--- src/rtl/block_emitter_pkg.sv ---
// block_emitter shared definitions: command codes, FSM states,
// token identifiers and the ASCII characters the emitter produces.
package block_emitter_pkg;

    typedef enum logic [1:0] {
        OP_NOP   = 2'b00,
        OP_BEGIN = 2'b01,
        OP_END   = 2'b10,
        OP_CLOSE = 2'b11
    } cmd_e;

    typedef enum logic [2:0] {
        S_IDLE       = 3'd0,
        S_EMIT_BEGIN = 3'd1,
        S_EMIT_END   = 3'd2,
        S_EMIT_SP    = 3'd3,
        S_FLUSH      = 3'd4
    } state_e;

    // TOK_ENDSP is the full "end " token used while flushing
    typedef enum logic [1:0] {
        TOK_BEGIN = 2'd0,
        TOK_END   = 2'd1,
        TOK_SP    = 2'd2,
        TOK_ENDSP = 2'd3
    } tok_e;

    localparam logic [7:0] CH_B     = 8'h62;
    localparam logic [7:0] CH_E     = 8'h65;
    localparam logic [7:0] CH_G     = 8'h67;
    localparam logic [7:0] CH_I     = 8'h69;
    localparam logic [7:0] CH_N     = 8'h6E;
    localparam logic [7:0] CH_D     = 8'h64;
    localparam logic [7:0] CH_SP    = 8'h20;
    localparam logic [7:0] CH_NUL   = 8'h00;
    localparam logic [7:0] CASE_BIT = 8'h20;

    function automatic logic [7:0] fold_case(
        input logic [7:0] c,
        input logic       upper
    );
        if (upper && c >= 8'h61 && c <= 8'h7A)
            return c & ~CASE_BIT;
        return c;
    endfunction

    function automatic tok_e state_token(input state_e s);
        tok_e t;
        case (s)
            S_EMIT_BEGIN: t = TOK_BEGIN;
            S_EMIT_END:   t = TOK_END;
            S_FLUSH:      t = TOK_ENDSP;
            default:      t = TOK_SP;
        endcase
        return t;
    endfunction

endpackage

--- src/rtl/block_token_rom.sv ---
// block_token_rom: maps (token, character index, case) to the
// character to emit and whether it is the token's last character.
module block_token_rom
    import block_emitter_pkg::*;
(
    input  tok_e       tok_i,
    input  logic [2:0] idx_i,
    input  logic       upper_i,
    output logic [7:0] char_o,
    output logic       last_o
);

    logic [7:0] ch;

    // character table; out-of-range indices end the token safely
    always_comb begin
        ch     = CH_NUL;
        last_o = 1'b0;
        unique case (tok_i)
            TOK_BEGIN: begin
                case (idx_i)
                    3'd0: ch = CH_B;
                    3'd1: ch = CH_E;
                    3'd2: ch = CH_G;
                    3'd3: ch = CH_I;
                    3'd4: begin ch = CH_N; last_o = 1'b1; end
                    default: last_o = 1'b1;
                endcase
            end
            TOK_END: begin
                case (idx_i)
                    3'd0: ch = CH_E;
                    3'd1: ch = CH_N;
                    3'd2: begin ch = CH_D; last_o = 1'b1; end
                    default: last_o = 1'b1;
                endcase
            end
            TOK_SP: begin
                ch     = CH_SP;
                last_o = 1'b1;
            end
            TOK_ENDSP: begin
                case (idx_i)
                    3'd0: ch = CH_E;
                    3'd1: ch = CH_N;
                    3'd2: ch = CH_D;
                    3'd3: begin ch = CH_SP; last_o = 1'b1; end
                    default: last_o = 1'b1;
                endcase
            end
        endcase
    end

    assign char_o = fold_case(ch, upper_i);

endmodule

--- src/rtl/block_emitter.sv ---
// block_emitter: emits "begin "/"end " text tokens while tracking nesting.
// Define BLOCK_EMITTER_UPPER_EN to emit the token letters in uppercase.
module block_emitter
    import block_emitter_pkg::*;
#(
    parameter int MAX_DEPTH = 15,
    parameter int DEPTH_W   = 4
) (
    input  logic               clk,
    input  logic               reset,
    input  logic               cmd_valid,
    input  logic [1:0]         cmd_op,
    output logic               cmd_ready,
    output logic [7:0]         out,
    output logic               out_valid,
    output logic [DEPTH_W-1:0] depth,
    output logic               balanced,
    output logic               err
);

`ifdef BLOCK_EMITTER_UPPER_EN
    localparam logic UPPER = 1'b1;
`else
    localparam logic UPPER = 1'b0;
`endif

    localparam logic [DEPTH_W-1:0] MAX_D = DEPTH_W'(MAX_DEPTH);
    localparam logic [DEPTH_W-1:0] ONE   = DEPTH_W'(1);
    localparam logic [DEPTH_W-1:0] ZERO  = '0;

    state_e             state_q, state_d;
    logic [2:0]         idx_q, idx_d;
    logic [DEPTH_W-1:0] depth_q, depth_d;
    logic               err_q, err_d;
    logic               last_q;
    logic [7:0]         out_q;
    logic               valid_q;
    logic [7:0]         rom_char;
    logic               rom_last;

    // next position in the character stream and command handling
    always_comb begin
        state_d = state_q;
        idx_d   = idx_q;
        depth_d = depth_q;
        err_d   = err_q;
        unique case (state_q)
            S_IDLE: begin
                idx_d = 3'd0;
                if (cmd_valid) begin
                    unique case (cmd_e'(cmd_op))
                        OP_NOP: ;
                        OP_BEGIN: begin
                            if (depth_q < MAX_D) begin
                                state_d = S_EMIT_BEGIN;
                                depth_d = depth_q + ONE;
                            end else begin
                                err_d = 1'b1;
                            end
                        end
                        OP_END: begin
                            if (depth_q != ZERO) begin
                                state_d = S_EMIT_END;
                                depth_d = depth_q - ONE;
                            end else begin
                                err_d = 1'b1;
                            end
                        end
                        OP_CLOSE: begin
                            if (depth_q != ZERO) begin
                                state_d = S_FLUSH;
                                depth_d = depth_q - ONE;
                            end
                        end
                    endcase
                end
            end
            S_EMIT_BEGIN, S_EMIT_END: begin
                if (last_q) begin
                    state_d = S_EMIT_SP;
                    idx_d   = 3'd0;
                end else begin
                    idx_d = idx_q + 3'd1;
                end
            end
            S_EMIT_SP: begin
                state_d = S_IDLE;
                idx_d   = 3'd0;
            end
            S_FLUSH: begin
                if (last_q) begin
                    idx_d = 3'd0;
                    if (depth_q != ZERO)
                        depth_d = depth_q - ONE;
                    else
                        state_d = S_IDLE;
                end else begin
                    idx_d = idx_q + 3'd1;
                end
            end
            default: begin
                state_d = S_IDLE;
                idx_d   = 3'd0;
            end
        endcase
    end

    block_token_rom u_rom (
        .tok_i   (state_token(state_d)),
        .idx_i   (idx_d),
        .upper_i (UPPER),
        .char_o  (rom_char),
        .last_o  (rom_last)
    );

    // state, counters and registered character outputs
    always_ff @(posedge clk or negedge reset) begin
        if (!reset) begin
            state_q <= S_IDLE;
            idx_q   <= 3'd0;
            depth_q <= '0;
            err_q   <= 1'b0;
            last_q  <= 1'b0;
            out_q   <= CH_NUL;
            valid_q <= 1'b0;
        end else begin
            state_q <= state_d;
            idx_q   <= idx_d;
            depth_q <= depth_d;
            err_q   <= err_d;
            last_q  <= rom_last;
            out_q   <= (state_d != S_IDLE) ? rom_char : CH_NUL;
            valid_q <= (state_d != S_IDLE);
        end
    end

    assign cmd_ready = (state_q == S_IDLE);
    assign balanced  = (state_q == S_IDLE) && (depth_q == ZERO);
    assign out       = out_q;
    assign out_valid = valid_q;
    assign depth     = depth_q;
    assign err       = err_q;

endmodule

--- config.mk ---
export PLATFORM = sky130hd
export DESIGN_NAME = block_emitter
export DESIGN_NICKNAME = d
export VERILOG_FILES = /design/src/rtl/block_emitter_pkg.sv /design/src/rtl/block_token_rom.sv /design/src/rtl/block_emitter.sv
export SDC_FILE = /design/constraint.sdc
export NUM_CORES = 1
export LEC_CHECK = 0
export CELL_PAD_IN_SITES_DETAIL_PLACEMENT = 2
export CELL_PAD_IN_SITES_GLOBAL_PLACEMENT = 2
export CORE_MARGIN = 2
export CORE_UTILIZATION = 30
export CTS_CLUSTER_DIAMETER = 120
export DETAILED_ROUTE_END_ITERATION = 10
export PLACE_DENSITY_LB_ADDON = 0.1
export SLEW_MARGIN = 10
export SYNTH_ARGS = -nofsm -noshare
export SYNTH_HDL_FRONTEND = slang
export SYNTH_SLANG_ARGS = --single-unit
export TNS_END_PERCENT = 20
--- constraint.sdc ---
create_clock -name clk -period 2.4 [get_ports clk]
set_clock_uncertainty 0.2 [all_clocks]
set_input_delay 0.36 -clock clk [delete_from_list [all_inputs] [get_ports clk]]
set_output_delay 0.36 -clock clk [all_outputs]
set_load 0.005 [all_outputs]
==> metrics.txt, run 1 <==
status=complete, no violations; Area growth, synth to finish=29.6%; final max-slew violation count=0; DRC Markers=0; area leader, netlist=dfrtp_1; synth unique cells=between 50 and 60; Synth Instances=between 100 and 150; placed instance area=1540 µm²; crit path DAT=approximately 1700 ps; CTS sink count=19; worst min path class=in -> async; period utilisation layout=95.6%; H-tree levels=1; Hold Buf Count CTS=0; core area=3970 µm²; Worst EP required=1840 ps; share of cells above drive strength 1=19.9%; maximum VDD drop=0.442 mV; Total Routing Usage GR=17.4%; CP Class=reg -> out; setup TNS=0 ps; #FFs+latches synth=19; Vias=1131; final non-filler cell total=211; final hold violation count=0; Post-layout nets=170; Compound-Gate Fraction of Synth Area=27.5%; global route total overflow=0; pwr dens=approximately 1400 nW/µm²; mux cell area share after synthesis=0%; num ports=21; Synth area leaders=dfrtp_1 39%, ha_1 3.1%, inv_1 3.1%; synth warn=0; Setup Viol. Count Final=0; RSZ-0062 raised after global routing=false; n_diodes=0; clk_lat worst skew=between 200 and 300 ps; synthesized cell area=1220 µm²; vias in the first global route=between 1000 and 1500; TritonCTS clock tree=done; max cap viols=0; Rows=23; Simple-Gate Fraction of Synth Area=20.6%; Die Y=roughly 68 µm; DP Cell Count=207; initial antenna violation count=0; post-DP HPWL=~2.8 mm; Design Area, Final=1590 µm²; Async S/R FF share, synth=100%; chip width=67.9 µm; root buffer cell=clkbuf_8; post-detailed-route count of antenna-violating nets=0; routability cong.=0.837; CP endpoint kind=output port; Leak Pwr=0.679 nW; drt pass-1 iters=4; largest net degree at the start of global routing=20; Post-Route WL=3.63 mm; first-pass GRT wire length=6.00 mm; area share of the largest cell type after synthesis=38.8%; PortBufs=18; first-iteration detailed-routing DRC count=between 50 and 60; Peak Freq=436 MHz; CP Launch Type=flop; EDFF count, synth=0; routed wire length per instance=17.2 µm; Post-Synth Adder-Cell Area=3.06%; Crit Path Max Fanout=9; Synth Area in XOR/XNOR=3.58%; Vias/cell=between 5 and 6; min cycle time layout=between 2000 and 2500 ps; final core utilization=40.0%; starting density of the core=30.8%; clk buf depth=2; sequential area share after synthesis=about two fifths; die area=4610 µm²; combinational family with the most area after synthesis=compound AO/OA/AOI/OAI gates; CTS clock-pin slew for the worst setup and hold paths=80 ps; Num CTS Buffers=3; Top FF cell, synth=dfrtp_1; Avg Cell Area, Syn=roughly 9.4 µm²
## per-stage QoR
stage / setup WS [ps] / hold WS (ps) / power [W]
floorplan: 257 / -136 / 0.00135
global placement: 139 / 280 / 0.00188
detailed placement: 69.0 / 292 / 0.00192
CTS: 56.8 / 265 / 0.00217
global route: 11.3 / 258 / 0.00234
finish: 106 / 249 / 0.00215
## cell usage after synthesis (all sizes together), types with 2 or more instances
library cell and count:
a21oi 5, a311oi 2, a31o 2, a31oi 4, a32oi 2, and2 2
buf 6, dfrtp 19, ha 3, inv 10, nand2 9, nand2b 2
nand3 5, nor2 10, nor2b 2, nor3 5, nor3b 3, o211ai 4
o21ai 8, o22ai 2, o41ai 2, or2 3, xnor2 4
## sequential cells by signal, indices dropped and copies added (netlist names)
signal / count
depth: 4
idx_q: 3
out: 6
state_q: 3
err: 1
out_valid: 1
last_q: 1
## cell families (layout without fill, tap and decap cells)
logic type                 after synthesis  in the layout
DFF                                     19             19
and+or+nand+nor                         45             45
AOI/OAI and AO/OA                       41             41
xor gates and xnor gates                 5              5
adders and majority gates                3              3
buffers and inverters                   17             46
other                                    1              2
## layer usage
metal  vias to the layer above  track usage [%]  share of wire (%)
met4                         0             3.75               0.55
met2                        14             31.6                 50
li1                        535                -                  -
met1                       580             22.0                 47
met3                         2             1.97                2.2
met5                         -                0                  0
## layout make-up
cell class,count,area (µm²)
Tap cell,50,62.6
Multi-Input combinational cell,96,683
Fill cell,465,2380
Clock buffer,4,45.0
Inverter,10,37.5
Sequential cell,19,475
Timing Repair Buffer,32,284
## worst max-delay path, stage by stage (launching register included)
cell and delay (ps):
dfrtp_1 490, or2_4 330, nor2_2 150, clkdlybuf4s50_1 520
## worst paths after layout
kind | start | endpoint | slack [ps] | cells past startpoint
setup / recovery | state_q[1] | cmd_ready | 110 | 3
hold / removal | reset | depth[2] | 250 | 2
setup reg to reg | depth[1] | out[0] | 230 | 7
hold reg to reg | err | err | 290 | 1
max in group asynchronous | reset | last_q | 1530 | 2
min in group clk | err | err | 290 | 1
## cell usage in the layout (no fill, tap or decap), types with 3 or more instances in the layout
cell type / n
dfrtp_1: 19
clkdlybuf4s50_1: 17
buf_4: 14
inv_1: 10
nor2_1: 8
nand2_1: 8
o21ai_0: 7
nand3_1: 5
a21oi_1: 5
xnor2_1: 4
o211ai_1: 4
nor3_1: 4
nor3b_1: 3
a31oi_1: 3
ha_1: 3
clkbuf_8: 3
## where the power goes
group	internal (W)	switching, W	leakage (nW)
Sequential	0.000458	0.000108	0.237
Clock	0.000118	0.000109	0.0228
Combinational	0.000665	0.000694	0.419
Total	0.00124	0.000911	0.679
## what timing repair did
| action | CTS | global route |
|---|---|---|
| setup endpoints to repair | 2 | 1 |
| pin swaps | 0 | 0 |
| buffers inserted | 0 | 0 |
| resized for setup | 2 | 1 |
Note: power is estimated with default switching activity, not from simulation.
==> run 2, diff against run 1 <==
--- a/config.mk
+++ b/config.mk
@@ -9,6 +9,7 @@
 export CELL_PAD_IN_SITES_GLOBAL_PLACEMENT = 2
 export CORE_MARGIN = 2
 export CORE_UTILIZATION = 30
+export CTS_BUF_LIST = sky130_fd_sc_hd__clkbuf_8
 export CTS_CLUSTER_DIAMETER = 120
 export DETAILED_ROUTE_END_ITERATION = 10
 export PLACE_DENSITY_LB_ADDON = 0.1
==> metrics.txt, run 2 (synthesis results as in run 1) <==
status=complete, no violations; n_diodes=0; die area=4610 µm²; CTS clock-pin slew for the worst setup and hold paths=80 ps; Vias=1131; min cycle time layout=2290 ps; Leak Pwr=slightly below 0.7 nW; Largest register FFs=6; Post-layout nets=170; Clock Power Share=10.4%; share of cells above drive strength 1=~20%; DP Cell Count=207; P_sw=0.000912 W; vias in the first global route=1180; Num CTS Buffers=3; initial antenna violation count=0; Crit Path Max Fanout=9; Post CTS Setup Buffer Count=0; CP endpoint kind=output port; setup TNS=0 ps; post-DP HPWL=approximately 2.8 mm; first-pass GRT wire length=6.00 mm; final core utilization=40.0%; Vias/cell=5.36; H-tree levels=1; PnR worst setup slack=106 ps; pwr dens=1350 nW/µm²; global route total overflow=0; clk_lat worst skew=250 ps; Sw Share=between 40% and 50%; RSZ-0062 raised after global routing=false; Multi-input gate area=683 µm²; final hold violation count=0; TritonCTS clock tree=done; final max-slew violation count=0; Design Area, Final=roughly 1600 µm²; Fillers=465; most frequent cells in the layout=19 x dfrtp_1, 17 x clkdlybuf4s50_1, 14 x buf_4, 11 x inv_1; Total Routing Usage GR=17.4%; first-iteration detailed-routing DRC count=59; routed wire length per instance=17.2 µm; PortBufs=18; Worst EP required=roughly 1800 ps; Die Y=between 60 and 70 µm; placed instance area=roughly 1500 µm²; period utilisation layout=a little over nine tenths; max cap viols=0; clk buf depth=2; Post-Route WL=3.64 mm; drt pass-1 iters=4; Area growth, synth to finish=29.6%; Register Area=475 µm²; CP Class=reg -> out; Rows=23; CP Launch Type=flop; routability cong.=0.837; maximum VDD drop=0.441 mV; Setup Viol. Count Final=0; Reg power frac=26.4%; chip width=between 60 and 70 µm; largest net degree at the start of global routing=20; CTS sink count=19; worst min path class=in -> async; combinational group share of total power=approximately 63%; post-detailed-route count of antenna-violating nets=0; core area=between 3000 and 4000 µm²; Peak Freq=436 MHz; DRC Markers=0; crit path DAT=1730 ps; starting density of the core=around 31%; Cell Int Power=0.00124 W; commonest non-fill, non-tap cell in the layout=dfrtp_1; root buffer cell=clkbuf_8; num ports=21; final non-filler cell total=211; dpl ws=between 60 and 70 ps
run 2: worst max-delay path, stage by stage, from the launching register on:
cell and delay (ps):
dfrtp_1 490, or2_4 330, nor2_2 150, clkdlybuf4s50_1 520
run 2: path summary, 6_finish.rpt:
kind / startpoint / to / slack, ps / depth (start not counted)
max in group asynchronous: reset / last_q / 1540 / 2
setup reg to reg: depth[1] / out[0] / 240 / 7
hold / removal: reset / depth[2] / 250 / 2
setup / recovery: state_q[1] / cmd_ready / 110 / 3
hold reg to reg: err / err / 290 / 1
min in group clk: err / err / 290 / 1
run 2: final cells by class:
class | count | area share [%]
clock inverter | 1 | 0.236
multi-input combinational | 96 | 43.0
sequential | 19 | 29.9
timing repair buffer | 32 | 17.9
inverter | 10 | 2.36
tap | 50 | 3.94
clock buffer | 3 | 2.60
run 2: metrics by stage:
step                hold WS (ps)  power, W
finish                       249   0.00215
global route                 258   0.00233
CTS                          265   0.00216
detailed placement           292   0.00192
global placement             280   0.00188
floorplan                   -136   0.00135
run 2: power by group through the flow:
stage	clock (W)	combinational, W	sequential (W)
2_1_floorplan	0	0.000787	0.000566
3_3_place_gp	0	0.00131	0.000571
3_5_place_dp	0	0.00135	0.000574
4_1_cts	0.000229	0.00137	0.000567
5_1_grt	0.000247	0.00150	0.000585
6_report	0.000223	0.00136	0.000566
run 2: timing repair:
| item | 4_1_cts | 5_1_grt |
|---|---|---|
| setup endpoints to repair | 2 | 1 |
| hold buffers | 0 | 0 |
| resized for setup | 2 | 1 |
| hold endpoints to repair | 0 | 0 |
run 2: per-layer routing:
metal | share of wire, % | vias to the layer above | global-route usage (%)
li1 | - | 535 | -
met1 | 47 | 578 | 22.0
met2 | 50 | 16 | 31.6
met3 | 2.3 | 2 | 1.97
met4 | 0.55 | 0 | 3.75
met5 | 0 | - | 0
